[src/rtl/alu_op_sequencer_if.sv]
// alu_op_sequencer_if: instruction request plus ALU strobe / datapath enable bundle.
// mem_ready is present only when ALU_SEQ_MEM_WAIT_EN is defined.
interface alu_op_sequencer_if #(
    parameter int IR_W  = 32,
    parameter int SEL_W = 4
);
    logic             start;
    logic [IR_W-1:0]  ir;
`ifdef ALU_SEQ_MEM_WAIT_EN
    logic             mem_ready;
`endif
    logic [13:0]      alu_op;
    logic             PCout, MARin, Zin, PCin, Read, MDRin, MDRout, IRin;
    logic             Yin, Rout, Rin, Zlowout, Zhighout, LOin, HIin;
    logic [SEL_W-1:0] rout_sel, rin_sel;
    logic             busy, done, illegal;
`ifdef ALU_SEQ_MEM_WAIT_EN
    modport master(output start, ir, mem_ready,
                   input alu_op, PCout, MARin, Zin, PCin, Read, MDRin, MDRout, IRin, Yin, Rout, Rin,
                         Zlowout, Zhighout, LOin, HIin, rout_sel, rin_sel, busy, done, illegal);
    modport slave(input start, ir, mem_ready,
                  output alu_op, PCout, MARin, Zin, PCin, Read, MDRin, MDRout, IRin, Yin, Rout, Rin,
                         Zlowout, Zhighout, LOin, HIin, rout_sel, rin_sel, busy, done, illegal);
`else
    modport master(output start, ir,
                   input alu_op, PCout, MARin, Zin, PCin, Read, MDRin, MDRout, IRin, Yin, Rout, Rin,
                         Zlowout, Zhighout, LOin, HIin, rout_sel, rin_sel, busy, done, illegal);
    modport slave(input start, ir,
                  output alu_op, PCout, MARin, Zin, PCin, Read, MDRin, MDRout, IRin, Yin, Rout, Rin,
                         Zlowout, Zhighout, LOin, HIin, rout_sel, rin_sel, busy, done, illegal);
`endif
endinterface

[src/rtl/alu_op_sequencer.sv]
// alu_op_sequencer: fetch/execute control-step FSM driving one-hot ALU strobes and datapath enables.
// Optional ALU_SEQ_MEM_WAIT_EN: T1 stretches until mem_ready.
module alu_op_sequencer #(
    parameter int IR_W  = 32,
    parameter int OP_W  = 5,
    parameter int SEL_W = 4
) (
    input logic clock,
    input logic reset,
    alu_op_sequencer_if.slave bus
);
    typedef enum logic [3:0] {IDLE, T0, T1, T2, T3, T4, T5, T6, ILL} state_t;
    localparam logic [OP_W-1:0] OP_ADD = OP_W'(3),  OP_SUB = OP_W'(4),  OP_SHR = OP_W'(5),
                                OP_SHRA = OP_W'(6), OP_SHL = OP_W'(7),  OP_ROR = OP_W'(8),
                                OP_ROL = OP_W'(9),  OP_AND = OP_W'(10), OP_OR = OP_W'(11),
                                OP_MUL = OP_W'(15), OP_DIV = OP_W'(16), OP_NEG = OP_W'(17),
                                OP_NOT = OP_W'(18);
    function automatic logic [12:0] op_bit(input logic [OP_W-1:0] o);
        return o == OP_ADD  ? 13'h0001 : o == OP_SUB ? 13'h0002 : o == OP_MUL ? 13'h0004 :
               o == OP_DIV  ? 13'h0008 : o == OP_AND ? 13'h0010 : o == OP_OR  ? 13'h0020 :
               o == OP_SHR  ? 13'h0040 : o == OP_SHRA ? 13'h0080 : o == OP_SHL ? 13'h0100 :
               o == OP_ROR  ? 13'h0200 : o == OP_ROL ? 13'h0400 : o == OP_NEG ? 13'h0800 :
               o == OP_NOT  ? 13'h1000 : 13'h0000;
    endfunction
    function automatic logic is_md(input logic [OP_W-1:0] o);
        return o == OP_MUL || o == OP_DIV;
    endfunction
    function automatic logic is_nn(input logic [OP_W-1:0] o);
        return o == OP_NEG || o == OP_NOT;
    endfunction
    localparam int RA_HI = IR_W - OP_W - 1;
    state_t state, nxt;
    logic [OP_W-1:0] op_q, op_n, ir_op;
    logic [SEL_W-1:0] ra_q, rb_q, rc_q, ra_n, rb_n, rc_n;
    logic [13:0] alu_q, alu_d;
    logic [14:0] en_q, en_d;
    logic [SEL_W-1:0] rout_q, rin_q, rout_d, rin_d;
    logic busy_q, done_q, ill_q, md, r3;
    wire unused_ir = &{1'b0, bus.ir[RA_HI-3*SEL_W:0]};
    assign ir_op = bus.ir[IR_W-1 -: OP_W];
    always_comb begin
        op_n = op_q;
        ra_n = ra_q;
        rb_n = rb_q;
        rc_n = rc_q;
        nxt  = IDLE;
        case (state)
            IDLE: nxt = bus.start ? T0 : IDLE;
            T0:   nxt = T1;
`ifdef ALU_SEQ_MEM_WAIT_EN
            T1:   nxt = bus.mem_ready ? T2 : T1;
`else
            T1:   nxt = T2;
`endif
            T2: begin
                op_n = ir_op;
                ra_n = bus.ir[RA_HI -: SEL_W];
                rb_n = bus.ir[RA_HI-SEL_W -: SEL_W];
                rc_n = bus.ir[RA_HI-2*SEL_W -: SEL_W];
                nxt  = op_bit(ir_op) == '0 ? ILL : is_nn(ir_op) ? T4 : T3;
            end
            T3:      nxt = T4;
            T4:      nxt = T5;
            T5:      nxt = is_md(op_q) ? T6 : IDLE;
            default: nxt = IDLE;
        endcase
    end
    // Outputs are decoded from the next state so the registered copies line up with the state register.
    always_comb begin
        md     = is_md(op_n);
        r3     = !md && !is_nn(op_n);
        alu_d  = {nxt == T0, nxt == T4 ? op_bit(op_n) : 13'h0};
        rout_d = nxt == T3 ? (md ? ra_n : rb_n) : nxt == T4 ? (r3 ? rc_n : rb_n) : '0;
        rin_d  = nxt == T5 && !md ? ra_n : '0;
        en_d   = {nxt == T0, nxt == T0, nxt == T0 || nxt == T4,
                  nxt == T1, nxt == T1, nxt == T1,
                  nxt == T2, nxt == T2,
                  nxt == T3, nxt == T3 || nxt == T4, nxt == T5 && !md,
                  nxt == T1 || nxt == T5, nxt == T6, nxt == T5 && md, nxt == T6};
    end
    always_ff @(posedge clock) begin
        if (reset) begin
            state  <= IDLE;
            op_q   <= '0;
            ra_q   <= '0;
            rb_q   <= '0;
            rc_q   <= '0;
            alu_q  <= '0;
            en_q   <= '0;
            rout_q <= '0;
            rin_q  <= '0;
            busy_q <= 1'b0;
            done_q <= 1'b0;
            ill_q  <= 1'b0;
        end else begin
            state  <= nxt;
            op_q   <= op_n;
            ra_q   <= ra_n;
            rb_q   <= rb_n;
            rc_q   <= rc_n;
            alu_q  <= alu_d;
            en_q   <= en_d;
            rout_q <= rout_d;
            rin_q  <= rin_d;
            busy_q <= nxt != IDLE;
            done_q <= (nxt == T5 && !md) || nxt == T6;
            ill_q  <= nxt == ILL;
        end
    end
    assign bus.alu_op   = alu_q;
    assign {bus.PCout, bus.MARin, bus.Zin, bus.PCin, bus.Read, bus.MDRin, bus.MDRout, bus.IRin,
            bus.Yin, bus.Rout, bus.Rin, bus.Zlowout, bus.Zhighout, bus.LOin, bus.HIin} = en_q;
    assign bus.rout_sel = rout_q;
    assign bus.rin_sel  = rin_q;
    assign bus.busy     = busy_q;
    assign bus.done     = done_q;
    assign bus.illegal  = ill_q;
endmodule

[src/flat_wrapper.sv]
// flat-port wrapper written by rule: the top's interface ports become plain ports
module alu_op_sequencer_flat 
#(
    parameter int IR_W  = 32,
    parameter int OP_W  = 5,
    parameter int SEL_W = 4
)
  (clock, reset, bus_start, bus_ir, bus_alu_op, bus_PCout, bus_MARin, bus_Zin, bus_PCin, bus_Read, bus_MDRin, bus_MDRout, bus_IRin, bus_Yin, bus_Rout, bus_Rin, bus_Zlowout, bus_Zhighout, bus_LOin, bus_HIin, bus_rout_sel, bus_rin_sel, bus_busy, bus_done, bus_illegal);
  alu_op_sequencer_if #(.IR_W(IR_W), .SEL_W(SEL_W)) bus_i ();
  input logic clock;
  input logic reset;
  input wire logic [$bits(bus_i.start)-1:0] bus_start;
  input wire logic [$bits(bus_i.ir)-1:0] bus_ir;
  output wire logic [$bits(bus_i.alu_op)-1:0] bus_alu_op;
  output wire logic [$bits(bus_i.PCout)-1:0] bus_PCout;
  output wire logic [$bits(bus_i.MARin)-1:0] bus_MARin;
  output wire logic [$bits(bus_i.Zin)-1:0] bus_Zin;
  output wire logic [$bits(bus_i.PCin)-1:0] bus_PCin;
  output wire logic [$bits(bus_i.Read)-1:0] bus_Read;
  output wire logic [$bits(bus_i.MDRin)-1:0] bus_MDRin;
  output wire logic [$bits(bus_i.MDRout)-1:0] bus_MDRout;
  output wire logic [$bits(bus_i.IRin)-1:0] bus_IRin;
  output wire logic [$bits(bus_i.Yin)-1:0] bus_Yin;
  output wire logic [$bits(bus_i.Rout)-1:0] bus_Rout;
  output wire logic [$bits(bus_i.Rin)-1:0] bus_Rin;
  output wire logic [$bits(bus_i.Zlowout)-1:0] bus_Zlowout;
  output wire logic [$bits(bus_i.Zhighout)-1:0] bus_Zhighout;
  output wire logic [$bits(bus_i.LOin)-1:0] bus_LOin;
  output wire logic [$bits(bus_i.HIin)-1:0] bus_HIin;
  output wire logic [$bits(bus_i.rout_sel)-1:0] bus_rout_sel;
  output wire logic [$bits(bus_i.rin_sel)-1:0] bus_rin_sel;
  output wire logic [$bits(bus_i.busy)-1:0] bus_busy;
  output wire logic [$bits(bus_i.done)-1:0] bus_done;
  output wire logic [$bits(bus_i.illegal)-1:0] bus_illegal;
  assign bus_i.start = bus_start;
  assign bus_i.ir = bus_ir;
  assign bus_alu_op = bus_i.alu_op;
  assign bus_PCout = bus_i.PCout;
  assign bus_MARin = bus_i.MARin;
  assign bus_Zin = bus_i.Zin;
  assign bus_PCin = bus_i.PCin;
  assign bus_Read = bus_i.Read;
  assign bus_MDRin = bus_i.MDRin;
  assign bus_MDRout = bus_i.MDRout;
  assign bus_IRin = bus_i.IRin;
  assign bus_Yin = bus_i.Yin;
  assign bus_Rout = bus_i.Rout;
  assign bus_Rin = bus_i.Rin;
  assign bus_Zlowout = bus_i.Zlowout;
  assign bus_Zhighout = bus_i.Zhighout;
  assign bus_LOin = bus_i.LOin;
  assign bus_HIin = bus_i.HIin;
  assign bus_rout_sel = bus_i.rout_sel;
  assign bus_rin_sel = bus_i.rin_sel;
  assign bus_busy = bus_i.busy;
  assign bus_done = bus_i.done;
  assign bus_illegal = bus_i.illegal;
  alu_op_sequencer #(.IR_W(IR_W), .OP_W(OP_W), .SEL_W(SEL_W)) u_core (.clock(clock), .reset(reset), .bus(bus_i));
endmodule
[config.mk]
export PLATFORM = sky130hd
export DESIGN_NAME = alu_op_sequencer_flat
export DESIGN_NICKNAME = d
export VERILOG_FILES = /design/src/rtl/alu_op_sequencer_if.sv /design/src/rtl/alu_op_sequencer.sv /design/src/flat_wrapper.sv
export SDC_FILE = /design/constraint.sdc
export NUM_CORES = 1
export LEC_CHECK = 0
export BUFFER_PORTS_ARGS = -buffer_cell sky130_fd_sc_hd__buf_2
export CAP_MARGIN = 20
export CORE_MARGIN = 1
export CORE_UTILIZATION = 45
export DETAILED_ROUTE_END_ITERATION = 7
export PLACE_DENSITY = 0.78
export REMOVE_ABC_BUFFERS = 1
export SETUP_SLACK_MARGIN = 0.05
export SYNTH_ARGS = -nofsm -noshare
export SYNTH_HDL_FRONTEND = slang
export SYNTH_SLANG_ARGS = --single-unit
[constraint.sdc]
create_clock -name clock -period 2.2 [get_ports clock]
set_input_delay 0.44 -clock clock [delete_from_list [all_inputs] [get_ports clock]]
set_output_delay 0.44 -clock clock [all_outputs]
set_load 0.005 [all_outputs]
==> summary.md <==
| Metric | Value |
|---|---|
| Status | `complete, but fails checks` |
| Failing checks | `negative setup slack` |
| Crit Path Max Fanout | `8` |
| Total Wirelength | `5410 um` |
| Row count | `25` |
| NetSw | `0.497 mW` |
| First-pass GRT wire length | `8630 um` |
| Adder-Cell Fraction of Synth Area | `0%` |
| CTS hold repair buffers | `0` |
| Hold Vio Cnt, Final | `0` |
| Total power | `1.84 mW` |
| Critical path type | `flip-flop to flip-flop` |
| Crit path max-delay family | `simple AND/OR/NAND/NOR gates` |
| Clock Power Share | `32.0%` |
| FF-to-FF End | `u_core.bus.alu_op[3]` |
| Sequential power share | `55.8%` |
| Clock Tree Root | `clkbuf_8` |
| RSZ-0062 raised after global routing | `yes` |
| Worst-Margin Slew | `520 ps` |
| WP data required | `2430 ps` |
| Most frequent cells after synthesis | `55 x dfxtp_1, 36 x nand2_1, 35 x nor2_1` |
| Metal2 WL | `2620 um` |
| Setup violations, final | `18` |
| Area leader, netlist | `dfxtp_1` |
| Cell Area, Synth | `2350 um2` |
| Worst-Skew Late Latency | `320 ps` |
| P_int | `1.35 mW` |
| Highest metal used | `met4` |
| Relative slew slack | `65.2%` |
| Met3 routed WL | `287 um` |
| HPWL Detailed | `3810 um` |
| CP endpoint kind | `flip-flop` |
| Die width | `74.2 um` |
| Crit path largest cell delay | `560 ps` |
| Die area | `5510 um2` |
| Synth Area in Compound Gates | `17.2%` |
| Maximum VDD drop | `0.368 mV` |
| TritonRoute pass-1 iters | `4` |
| Max-cap violations | `0` |
| FF-to-FF Start | `u_core.op_q[4]` |
| Data arrival, critical path | `2510 ps` |
| Synth-to-layout area growth | `27.1%` |
| Most frequent cell after synthesis | `dfxtp_1` |
| Switching share of power | `27.0%` |
| Largest family of logic cells by synthesized area | `simple AND/OR/NAND/NOR gates` |
| Largest cells by area after synthesis | `dfxtp_1 47%, nand2_1 5.8%, nor2_1 5.6%` |
| Worst R2R Path Depth | `6` |
| Worst Setup Slack, final | `-81.9 ps` |
| Initial core utilization | `48.1%` |
| Grt ovf | `0` |
| Core Region | `4880 um2` |
| Crit-path cells | `or3b_1 -> o32a_1 -> or4b_4 -> o211ai_4 -> nand3_4 -> a211oi_2` |
| Hold Crit Class | `primary input to flip-flop` |
| Post-Synth Simple-Gate Area | `23.0%` |
| Dpl cell area | `2780 um2` |
| Final Skew | `19.3 ps` |
| Leakage | `1.24 nW` |
| GPL Wtd Cong | `0.818` |
| Critical path launch point type | `flip-flop` |
| Chip Height | `74.2 um` |
| Final std cell area, no fill | `2980 um2` |
| Metal-1 WL | `2430 um` |
| Routed len/inst | `13.7 um` |
| DR iter-0 viols | `134` |
| Reg2Reg Setup Slack | `-80 ps` |
| Layout Nets | `362` |
| Total number of vias | `2,088` |
| Vias in the first global route | `1,862` |
| WHS | `378 ps` |
| IO Pins | `75` |
| Num Clock Sinks | `55` |
| Worst hold path startpoint | `bus_ir[16]` |
| DRC | `0` |
| Largest net degree at the start of global routing | `26` |
| Routed Antenna Nets | `0` |
| Post-synthesis mux area share | `6.83%` |
| Vias/cell | `5.29` |
| XOR/XNOR Fraction of Synth Area | `0.373%` |
| Synth unique cells | `47` |
| CP max-delay cell | `or4b_4` |
| TritonCTS Buffers | `5` |
| Clock-pin slew of the registers on the worst-case setup and hold paths | `100 ps` |
| Hold Path End | `u_core.rc_q[1]` |
| Async S/R FF share, synth | `0%` |
| Combinational share of power | `12.2%` |
| WHS Path Cells | `3` |
| Main synth FF type | `dfxtp_1` |
| Final period utilization | `104%` |
| IO Port Bufs | `59` |
| Register area share after synthesis | `46.9%` |
| Syn_area_per_cell | `8.95 um2` |
| Share of the synthesized area in the top cell type | `46.9%` |
| Initial antenna violation count | `0` |
| Yosys warnings | `0` |
| CP Buf/Inv Count | `0` |
| Pins Over Slew Limit | `0` |
| Post-synthesis cell count | `262` |
| PwrDens | `618 nW/um2` |
| #FFs+latches synth | `55` |
| Maximum root-to-sink buffer count | `2` |
| Fin crit period | `2280 ps` |
| CTS tree | `built` |
| H-Tree Depth | `2` |
| Antenna Diode Count | `0` |
| Post-synth EDFFs | `0` |
| Fmax | `438 MHz` |
| GRT Util Overall | `20.7%` |
| Fraction of layout cells with a size suffix above 1 | `37.2%` |
-- worst max path at each step --
stage / startpoint / to / slack, ps / cells past startpoint
after floorplan: u_core.state[2] / u_core.en_q[8] / -520 / 6
after CTS: u_core.op_q[2] / u_core.en_q[8] / -40 / 6
final: u_core.op_q[4] / u_core.bus.alu_op[3] / -80 / 6
after global placement: u_core.op_q[2] / u_core.en_q[8] / -20 / 6
after detailed placement: u_core.op_q[4] / u_core.en_q[8] / -20 / 6
after global routing: u_core.op_q[4] / u_core.bus.alu_op[3] / -170 / 6
-- cells in the final DEF (no fill, tap or decap), types with 2 or more instances in the layout --
cell,synthesis,layout
nor2_2,1,3
nand3b_1,4,4
nand4_1,4,4
o21ai_2,0,4
buf_4,6,19
a211oi_2,0,3
inv_1,7,7
a311o_1,2,2
a211oi_1,7,4
nor3_2,0,6
mux2i_1,7,7
buf_2,1,59
nor2_1,35,32
dfxtp_1,55,54
a31oi_1,3,3
o21ai_1,1,2
a21oi_1,20,19
nor3b_1,2,2
inv_6,0,2
nand3_1,2,2
a311oi_1,2,2
nor3_1,11,5
nand2b_1,3,3
nand2_1,36,36
o211a_1,2,2
mux4_2,4,4
a22oi_1,4,4
clkbuf_8,0,5
-- registers in the layout, indices dropped and copies added, names as in the netlist, 4 cells and up --
| register | flops |
|---|---|
| u_core.bus.alu_op | 14 |
| u_core.state | 4 |
| u_core.rb_q | 4 |
| u_core.op_q | 5 |
| u_core.rc_q | 4 |
| u_core.en_q | 9 |
| u_core.bus.rout_sel | 4 |
| u_core.bus.rin_sel | 4 |
| u_core.ra_q | 4 |
-- tightest hold or removal path, cell delays in order --
cell and delay [ps]:
buf_2 100, nand2_1 60, a21oi_1 60
-- metrics by stage --
stage,setup TNS [ps],util (%),std cells,worst slack (ps)
3_3_place_gp,-30.3,57.0,386,-22.2
2_1_floorplan,-10650,-,240,-516
6_report,-758,61.1,395,-81.9
4_1_cts,-282,59.3,394,-42.0
3_5_place_dp,-37.3,57.0,386,-19.6
5_1_grt,-2430,61.1,395,-167
-- layer usage --
metal / track usage (%) / vias up
li1: - / 1045
met1: 27.1 / 966
met2: 33.8 / 70
met3: 4.47 / 7
met4: 7.05 / 0
met5: 0 / -
-- power groups by stage --
stage                     clock network [mW]  registers, mW  logic, mW
final                                  0.591           1.03      0.225
after global routing                   0.650           1.03      0.246
after CTS                              0.601           1.03      0.217
after detailed placement                   0           1.05      0.212
after global placement                     0           1.05      0.209
after floorplan                            0           1.06      0.111
-- kinds of logic (layout without fill, tap and decap cells) --
logic type             Yosys count  count (layout)
buffers and inverters           29              95
flip-flops                      55              55
multiplexers                    11              11
XOR/XNOR                         1               1
AO/OA/AOI/OAI                   57              57
AND/OR/NAND/NOR                109             109
-- repair_timing --
| item | in CTS | in global routing |
|---|---|---|
| resized for setup | 9 | 19 |
| setup buffers | 0 | 1 |
| setup endpoints to repair | 19 | 28 |
| pin swaps | 6 | 11 |
-- cell type report --
type                    count  area [um2]
well taps                  67        83.8
clock buffers               5        68.8
flip-flops and latches     55        1100
multi-input cells         178        1210
inverters                   7        26.3
repair buffers             80         469
clock inverters             3        26.3
fillers                   445        1900
No activity file was read; power rests on OpenSTA's default activity.
